## src/rtl/ifu_fetch.sv

```systemverilog
`default_nettype none
// ============================================================================
//  Module   : ifu_fetch
//  Purpose  : Instruction-fetch unit. Holds the architectural fetch PC,
//             issues instruction-memory requests that stay stable until
//             acknowledged, and hands {pc, instr} pairs to decode through
//             a valid/ready output register. Tolerates any memory latency,
//             including an ack in the same cycle as the request.
//
//  Ports    : clk            - rising-edge clock
//             rst_n          - asynchronous active-low reset
//             redirect_valid - taken branch/jump target presented this cycle
//             redirect_pc    - redirect target address
//             imem_req       - instruction-memory request
//             imem_addr      - word address of the request
//             imem_ack       - response valid (may coincide with imem_req)
//             imem_rdata     - instruction word, sampled on imem_ack
//             out_valid      - fetched instruction available to decode
//             out_ready      - decode accepts the instruction
//             out_pc         - PC of the delivered instruction
//             out_instr      - delivered instruction word
//             out_exc        - misaligned-fetch exception marker
//
//  Config   : IFU_MISALIGN_EXC_EN - when defined, a misaligned target raises
//             an exception record instead of being fetched; when undefined
//             the low two target bits are forced to zero and out_exc is 0.
//
//  Revision : 1.0 - initial release
// ============================================================================
module ifu_fetch #(
  parameter logic [31:0] RESET_PC = 32'h0000_3000
) (
  input  logic        clk,
  input  logic        rst_n,
  input  logic        redirect_valid,
  input  logic [31:0] redirect_pc,
  output logic        imem_req,
  output logic [31:0] imem_addr,
  input  logic        imem_ack,
  input  logic [31:0] imem_rdata,
  output logic        out_valid,
  input  logic        out_ready,
  output logic [31:0] out_pc,
  output logic [31:0] out_instr,
  output logic        out_exc
);

  // ST_STALL is only reachable when the misaligned exception is enabled:
  // after an exception record is consumed, fetch waits for a redirect.
  typedef enum logic [1:0] {
    ST_RESET = 2'd0,
    ST_REQ   = 2'd1,
    ST_HOLD  = 2'd2,
    ST_STALL = 2'd3
  } state_e;

  state_e      state_q,     state_d;
  logic [31:0] fetch_pc_q,  fetch_pc_d;
  logic        kill_q,      kill_d;
  logic [31:0] pend_pc_q,   pend_pc_d;
  logic [31:0] out_pc_q,    out_pc_d;
  logic [31:0] out_instr_q, out_instr_d;

  // A "launch" starts fetching from a new target. All the paths that
  // change the fetch address funnel through it, so alignment handling
  // lives in exactly one place.
  logic        launch;
  logic [31:0] launch_pc;

`ifdef IFU_MISALIGN_EXC_EN
  logic        out_exc_q, out_exc_d;
`endif

  // --------------------------------------------------------------------------
  // State register
  // --------------------------------------------------------------------------
  always_ff @(posedge clk or negedge rst_n) begin
    if (!rst_n) begin
      state_q     <= ST_RESET;
      fetch_pc_q  <= RESET_PC;
      kill_q      <= 1'b0;
      pend_pc_q   <= 32'h0000_0000;
      out_pc_q    <= 32'h0000_0000;
      out_instr_q <= 32'h0000_0000;
`ifdef IFU_MISALIGN_EXC_EN
      out_exc_q   <= 1'b0;
`endif
    end else begin
      state_q     <= state_d;
      fetch_pc_q  <= fetch_pc_d;
      kill_q      <= kill_d;
      pend_pc_q   <= pend_pc_d;
      out_pc_q    <= out_pc_d;
      out_instr_q <= out_instr_d;
`ifdef IFU_MISALIGN_EXC_EN
      out_exc_q   <= out_exc_d;
`endif
    end
  end

  // --------------------------------------------------------------------------
  // Next-state and output logic
  // --------------------------------------------------------------------------
  always_comb begin
    state_d     = state_q;
    fetch_pc_d  = fetch_pc_q;
    kill_d      = kill_q;
    pend_pc_d   = pend_pc_q;
    out_pc_d    = out_pc_q;
    out_instr_d = out_instr_q;
`ifdef IFU_MISALIGN_EXC_EN
    out_exc_d   = out_exc_q;
`endif
    launch      = 1'b0;
    launch_pc   = fetch_pc_q;
    imem_req    = 1'b0;
    out_valid   = 1'b0;

    case (state_q)
      ST_RESET: begin
        // First cycle out of reset: begin fetching at fetch_pc (RESET_PC).
        state_d = ST_REQ;
      end

      ST_REQ: begin
        imem_req = 1'b1;
        if (imem_ack) begin
          if (redirect_valid) begin
            // A redirect in the ack cycle is newer than anything pending.
            kill_d    = 1'b0;
            launch    = 1'b1;
            launch_pc = redirect_pc;
          end else if (kill_q) begin
            // Response belongs to a squashed path; refetch the saved target.
            kill_d    = 1'b0;
            launch    = 1'b1;
            launch_pc = pend_pc_q;
          end else begin
            out_pc_d    = fetch_pc_q;
            out_instr_d = imem_rdata;
`ifdef IFU_MISALIGN_EXC_EN
            out_exc_d   = 1'b0;
`endif
            state_d     = ST_HOLD;
          end
        end else if (redirect_valid) begin
          // The request cannot be withdrawn, so remember to drop its data.
          // A later redirect simply overwrites the saved target.
          kill_d    = 1'b1;
          pend_pc_d = redirect_pc;
        end
      end

      ST_HOLD: begin
        out_valid = 1'b1;
        if (redirect_valid) begin
          // Covers both the handshake+redirect case (instruction is still
          // delivered this cycle) and the drop-without-handshake case.
          launch    = 1'b1;
          launch_pc = redirect_pc;
        end else if (out_ready) begin
          launch    = 1'b1;
          launch_pc = out_pc_q + 32'd4;
`ifdef IFU_MISALIGN_EXC_EN
          if (out_exc_q) begin
            launch  = 1'b0;
            state_d = ST_STALL;
          end
`endif
        end
      end

      ST_STALL: begin
        if (redirect_valid) begin
          launch    = 1'b1;
          launch_pc = redirect_pc;
        end
      end

      default: begin
        state_d = ST_RESET;
      end
    endcase

    if (launch) begin
`ifdef IFU_MISALIGN_EXC_EN
      if (launch_pc[1:0] != 2'b00) begin
        // Misaligned target: produce an exception record, no memory access.
        out_pc_d    = launch_pc;
        out_instr_d = 32'h0000_0000;
        out_exc_d   = 1'b1;
        state_d     = ST_HOLD;
      end else begin
        fetch_pc_d  = launch_pc;
        state_d     = ST_REQ;
      end
`else
      fetch_pc_d = launch_pc & ~32'h0000_0003;
      state_d    = ST_REQ;
`endif
    end
  end

  // --------------------------------------------------------------------------
  // Outputs
  // --------------------------------------------------------------------------
  assign imem_addr = fetch_pc_q;
  assign out_pc    = out_pc_q;
  assign out_instr = out_instr_q;

`ifdef IFU_MISALIGN_EXC_EN
  assign out_exc   = out_exc_q;
`else
  assign out_exc   = 1'b0;
`endif

endmodule
`default_nettype wire
```

## config.mk

```make
export PLATFORM = sky130hd
export DESIGN_NAME = ifu_fetch
export DESIGN_NICKNAME = d
export VERILOG_FILES = /design/src/rtl/ifu_fetch.sv
export SDC_FILE = /design/constraint.sdc
export NUM_CORES = 1
export LEC_CHECK = 0
export ABC_AREA = 1
export CORE_ASPECT_RATIO = 1.1
export CORE_MARGIN = 2
export CORE_UTILIZATION = 34
export DETAILED_ROUTE_END_ITERATION = 12
export PLACE_DENSITY_LB_ADDON = 0.08
export SETUP_SLACK_MARGIN = 0.05
export SLEW_MARGIN = 20
export SYNTH_ARGS = -nofsm -noshare
export SYNTH_HDL_FRONTEND = slang
export SYNTH_SLANG_ARGS = --single-unit
```

## constraint.sdc

```tcl
create_clock -name clk -period 2.1 [get_ports clk]
set_input_delay 0.42 -clock clk [delete_from_list [all_inputs] [get_ports clk]]
set_output_delay 0.42 -clock clk [all_outputs]
set_load 0.05 [all_outputs]
```

## Yosys cells after proc, flatten, opt, wreduce, memory -nomap -nowiden

Cells that the tools add are included.

| storage, ports and cells | value |
|---|---|
| flip-flop bits (word level) | 127 |
| input bits | 69 |
| logic and storage cells | 52 |

| cells by class | value |
|---|---|
| add/subtract/negate cells | 1 |
| eq/ne operators | 10 |
| muxes and demuxes | 23 |
| bitwise logic cells | 3 |
| reduce and logical (&&, ||, !) cells | 9 |

Operators by type and width:

| kind | number |
|---|---|
| 2-to-1 mux 32 bit | 6 |
| one-hot mux 32 bit (3 select lines) | 1 |
| adder 32 x 3 -> 32 bit (second input constant) | 1 |
| != test 3 bit (second input constant) | 5 |
| 2-to-1 mux 1 bit | 10 |
| 2-to-1 mux 2 bit | 4 |
| AND reduction 4 bit | 2 |
| AND reduction 6 bit | 1 |
| nonzero test 3 bit | 2 |
| == test 2 bit (second input constant) | 2 |
| != test 2 bit (second input constant) | 2 |
| one-hot mux 2 bit (2 select lines) | 1 |
| inverter 1 bit | 3 |
| one-hot mux 1 bit (3 select lines) | 1 |
| AND reduction 3 bit | 1 |
| == test 2 x 1 -> 1 bit (second input constant) | 1 |
| logical NOT 2 bit | 1 |
| AND reduction 2 bit | 1 |
| nonzero test 2 bit | 1 |

## Logic depth before layout (Yosys ltp)

| depth | value |
|---|---|
| depth in word-level cells | 6 |
| depth in mapped cells | 11 |

## Worst setup path before layout

No wires, ideal clock.

| timing path | value |
|---|---|
| path type | flip-flop to flip-flop |
| start point | register out_pc_q[3] (netlist: out_pc[3]) |
| end point | register fetch_pc_q[10] (netlist: imem_addr[10]) |
| library setup time | 0.119 ns |
| arrival time | 1.729 ns |
| data required time | 1.981 ns |
| path slack | 0.253 ns |
| cell stages (with the launch flop) | 11 |
| clock period less this slack | 1.847 ns |
| cells stage by stage | dfrtp_1 -> ha_1 -> nand2_2 -> nor2_2 -> nand2_2 -> inv_1 -> nand2_1 -> nand2_1 -> o21ai_0 -> a21oi_1 -> nor2_1 |

| between the ends | value |
|---|---|
| word-level cells in the longest chain between the ends | 4 |

Ends and longest elaborated chain:

| element | RTL line | text |
|---|---|---|
| start, declared | 61 | `logic [31:0] out_pc_q, out_pc_d;` |
| start signal, assigned | 93 | `out_pc_q <= out_pc_d;` |
| adder 32 x 3 -> 32 bit | 163 | `launch_pc = out_pc_q + 32'd4;` |
| 2-to-1 mux 32 bit | 161 | `end else if (out_ready) begin` |
| 2-to-1 mux 32 bit | 156 | `if (redirect_valid) begin` |
| one-hot mux 32 bit (3 select lines) | 119 | `case (state_q)` |
| end signal, assigned | 90 | `fetch_pc_q <= fetch_pc_d;` |
| end, declared | 58 | `logic [31:0] fetch_pc_q, fetch_pc_d;` |

Every way passes these cells. The select of a mux whose other input is x is not followed.
A chain may end at the register's enable or synchronous reset.

## Worst setup path after layout

| timing path | value |
|---|---|
| start point | register out_instr_q[27] (netlist: out_instr[27]) |
| end point | output port out_instr[27] |

RTL lines:

| element | RTL line | text |
|---|---|---|
| start, declared | 62 | `logic [31:0] out_instr_q, out_instr_d;` |
| start signal, assigned | 94 | `out_instr_q <= out_instr_d;` |
| end, declared | 44 | `output logic [31:0] out_instr,` |

No word-level cell between the ends.

==> reports/results.txt <==
# DRC: 0
Ant. Diodes: 0
Max layer used: met4
DRT iter0 DRCs: 330
Peak VDD IR: 0.869 mV
CTS max path bufs: 2
Row Count: 53
Power per standard cell area: 1670 nW/um^2
Largest net degree at the start of global routing: 69
Synth area leader: dfrtp_1
Synthesized cell area: 6500 um^2
Post-DP HPWL: 14200 um
Layout cells sized above 1: 10.8%
Wl on met1: 8830 um
Register area share after synthesis: 48.2%
Clk sinks: 125
RSZ-0062 raised after global routing: false
Reg2reg path depth: 10
GP Congestion: 0.808
Finished Cell Area: 9060 um^2
Core area: 18900 um^2
Pre-CTS WS: -56.3 ps
Global Route Usage Sum: 20.3%
# IOs: 168
Die ar.: 20200 um^2
Syn Area/Cell: 7.35 um^2
Endpoints failing setup: 0
Largest cells by area after synthesis: dfrtp_1 (47%), nand2_1 (18%), o21ai_0 (5.6%)
Slowest Stage Delay on Critical Path: 820 ps
Met3 Wirelength: 1390 um
Setup CP Type: flip-flop to primary output
Commonest non-fill, non-tap cell in the layout: nand2_1
Min-delay worst type: input pin to asynchronous set/reset pin
Status: finished, final reports clean
Antenna-violating nets left: 0
Crit-path leading delay family: buffers and inverters
Max-slew headroom: 59.8%
Buffers on Ports: 160
Final min period: 2000 ps
CP Data Arrival Time: 1580 ps
Critical Path RT: 1680 ps
Setup ws final: 96.1 ps
Tightest Pin Transition: 603 ps
Critical path depth: 1
Final #Nets: 1123
Crit path max-delay cell type: clkdlybuf4s50_1
Hold buffers post-CTS: 0
Final clock skew: 9.91 ps
Worst-path clk slew: 60 ps
Bufs and invs on worst path: 1
Antenna violations before repair: 0
Top cell type's share of synthesized area: 47.4%
Number of global-route vias before repair: 5899
Routed met2 length: 9170 um
Max-slew violations: 0
Yosys Warn Count: 0
Final Hold Viols: 0
Total routed wirelength: 19600 um
# H-tree levels: 4
Crit-path max FO: 2
Final period utilization: 95.4%
Dpl cell area: 8450 um^2
Die H: 149 um
Syn Inst Count: 884
Clock insertion delay at the later pin of the skew report: 420 ps
Routed via count: 6043
Seq cells post-synth: 125
Area Growth Syn to Fin: 39.5%
Die X: 136 um
Synth cell types: 32
CTS tree: yes
Pleak: 0.00450 uW
Drt first pass iters: 5
CTS buffer count: 17
Worst setup SP type: flip-flop
Global-route wire length before repair: 31500 um
Crit path capture type: primary output
Via density per instance: 4.61
Post-CTS setup buffer count: 0
Fmax: 499 MHz
Ordered list of cells on the worst path: clkdlybuf4s50_1
Most frequent cells in the layout: nand2_1 (320), dfrtp_1 (123), clkdlybuf4s50_1 (91)
Initial Util: 34.4%
Maxcap violations: 0
WL/cell: 14.9 um
GRT overflow: 0
CTS root buffer: clkbuf_16
[power breakdown]
part | leakage, uW | internal, uW | switching (uW) | total, uW
registers | 0.00154 | 3570 | 994 | 4560
logic | 0.00267 | 2330 | 5250 | 7570
clock network | 0.000289 | 1900 | 1130 | 3030
total | 0.00450 | 7790 | 7370 | 15200
[routing by layer]
layer / track usage (%) / vias to the layer above
met4: 4.58 / 0
met3: 6.25 / 8
li1: - / 3113
met1: 26.7 / 2769
met5: 0 / -
met2: 32.8 / 153
[synth_stat cells]
| master | n |
|---|---|
| nand4_1 | 2 |
| nand2_4 | 1 |
| a22oi_1 | 1 |
| inv_1 | 76 |
| ha_1 | 1 |
| nor2_4 | 8 |
| or2_0 | 1 |
| conb_1 | 1 |
| o22ai_1 | 10 |
| o21ai_1 | 15 |
| or2_1 | 1 |
| buf_4 | 14 |
| nor2_2 | 4 |
| nor2_1 | 83 |
| inv_2 | 7 |
| nand3_1 | 35 |
| xnor2_1 | 2 |
| mux2_1 | 2 |
| buf_1 | 2 |
| nand2_1 | 320 |
| buf_2 | 14 |
| clkbuf_1 | 12 |
| o21ai_0 | 73 |
| nand3_2 | 1 |
| mux2_2 | 4 |
| dfstp_2 | 2 |
| a31oi_1 | 3 |
| dfrtp_1 | 123 |
| nand2_2 | 11 |
| o21ai_2 | 1 |
| nor3_1 | 1 |
| a21oi_1 | 53 |
[final cells by class]
type,count,area [um^2]
clock inverter,13,166
fill,1958,9840
multi-input combinational,638,2840
clock buffer,18,439
timing repair buffer,188,1860
tap,247,309
inverter,83,312
sequential,125,3130
[flip-flops by register name, summed over array words and instances, names as in the netlist]
register	flops
kill_q	1
imem_addr	30
state_q	2
pend_pc_q	30
out_instr	32
out_pc	30
[kinds of logic (layout without fill, tap and decap cells)]
kind of cell    Yosys count  after routing  share of synthesized area (%)
xor+xnor                  2              2                          0.270
compound gates          156            156                           12.4
buf+inv                 125            302                           8.30
fa+ha+maj                 1              1                          0.193
other cells               1              5                         0.0577
mux                       6              6                           1.04
simple gates            468            468                           29.6
flops                   125            125                           48.2
[per-stage QoR]
stage	power, uW	instances	util [%]	hold WS, ps	setup TNS, ps
floorplan	9600	888	-	124	0
global placement	12400	1281	44.7	453	-168
detailed placement	12500	1281	44.7	457	-395
CTS	15300	1312	47.7	20.1	0
global route	16100	1312	48.0	27.2	0
finish	15200	1312	48.0	16.8	0
[final timing paths]
check                               from            end  slack (ps)
max in group asynchronous          rst_n     state_q[1]        1740
min reg2reg                out_instr[13]  out_instr[13]         470
min                                rst_n     out_pc[22]          20
max                        out_instr[27]  out_instr[27]         100
min in group clk           out_instr[13]  out_instr[13]         470
max reg2reg                    out_pc[2]  imem_addr[10]         260
[timing repair]
action / 4_1_cts / 5_1_grt
gates resized for setup: 33 / 19
gates cloned: 0 / 0
setup endpoints to repair: 33 / 19
Power figures use the tool's default switching activity.
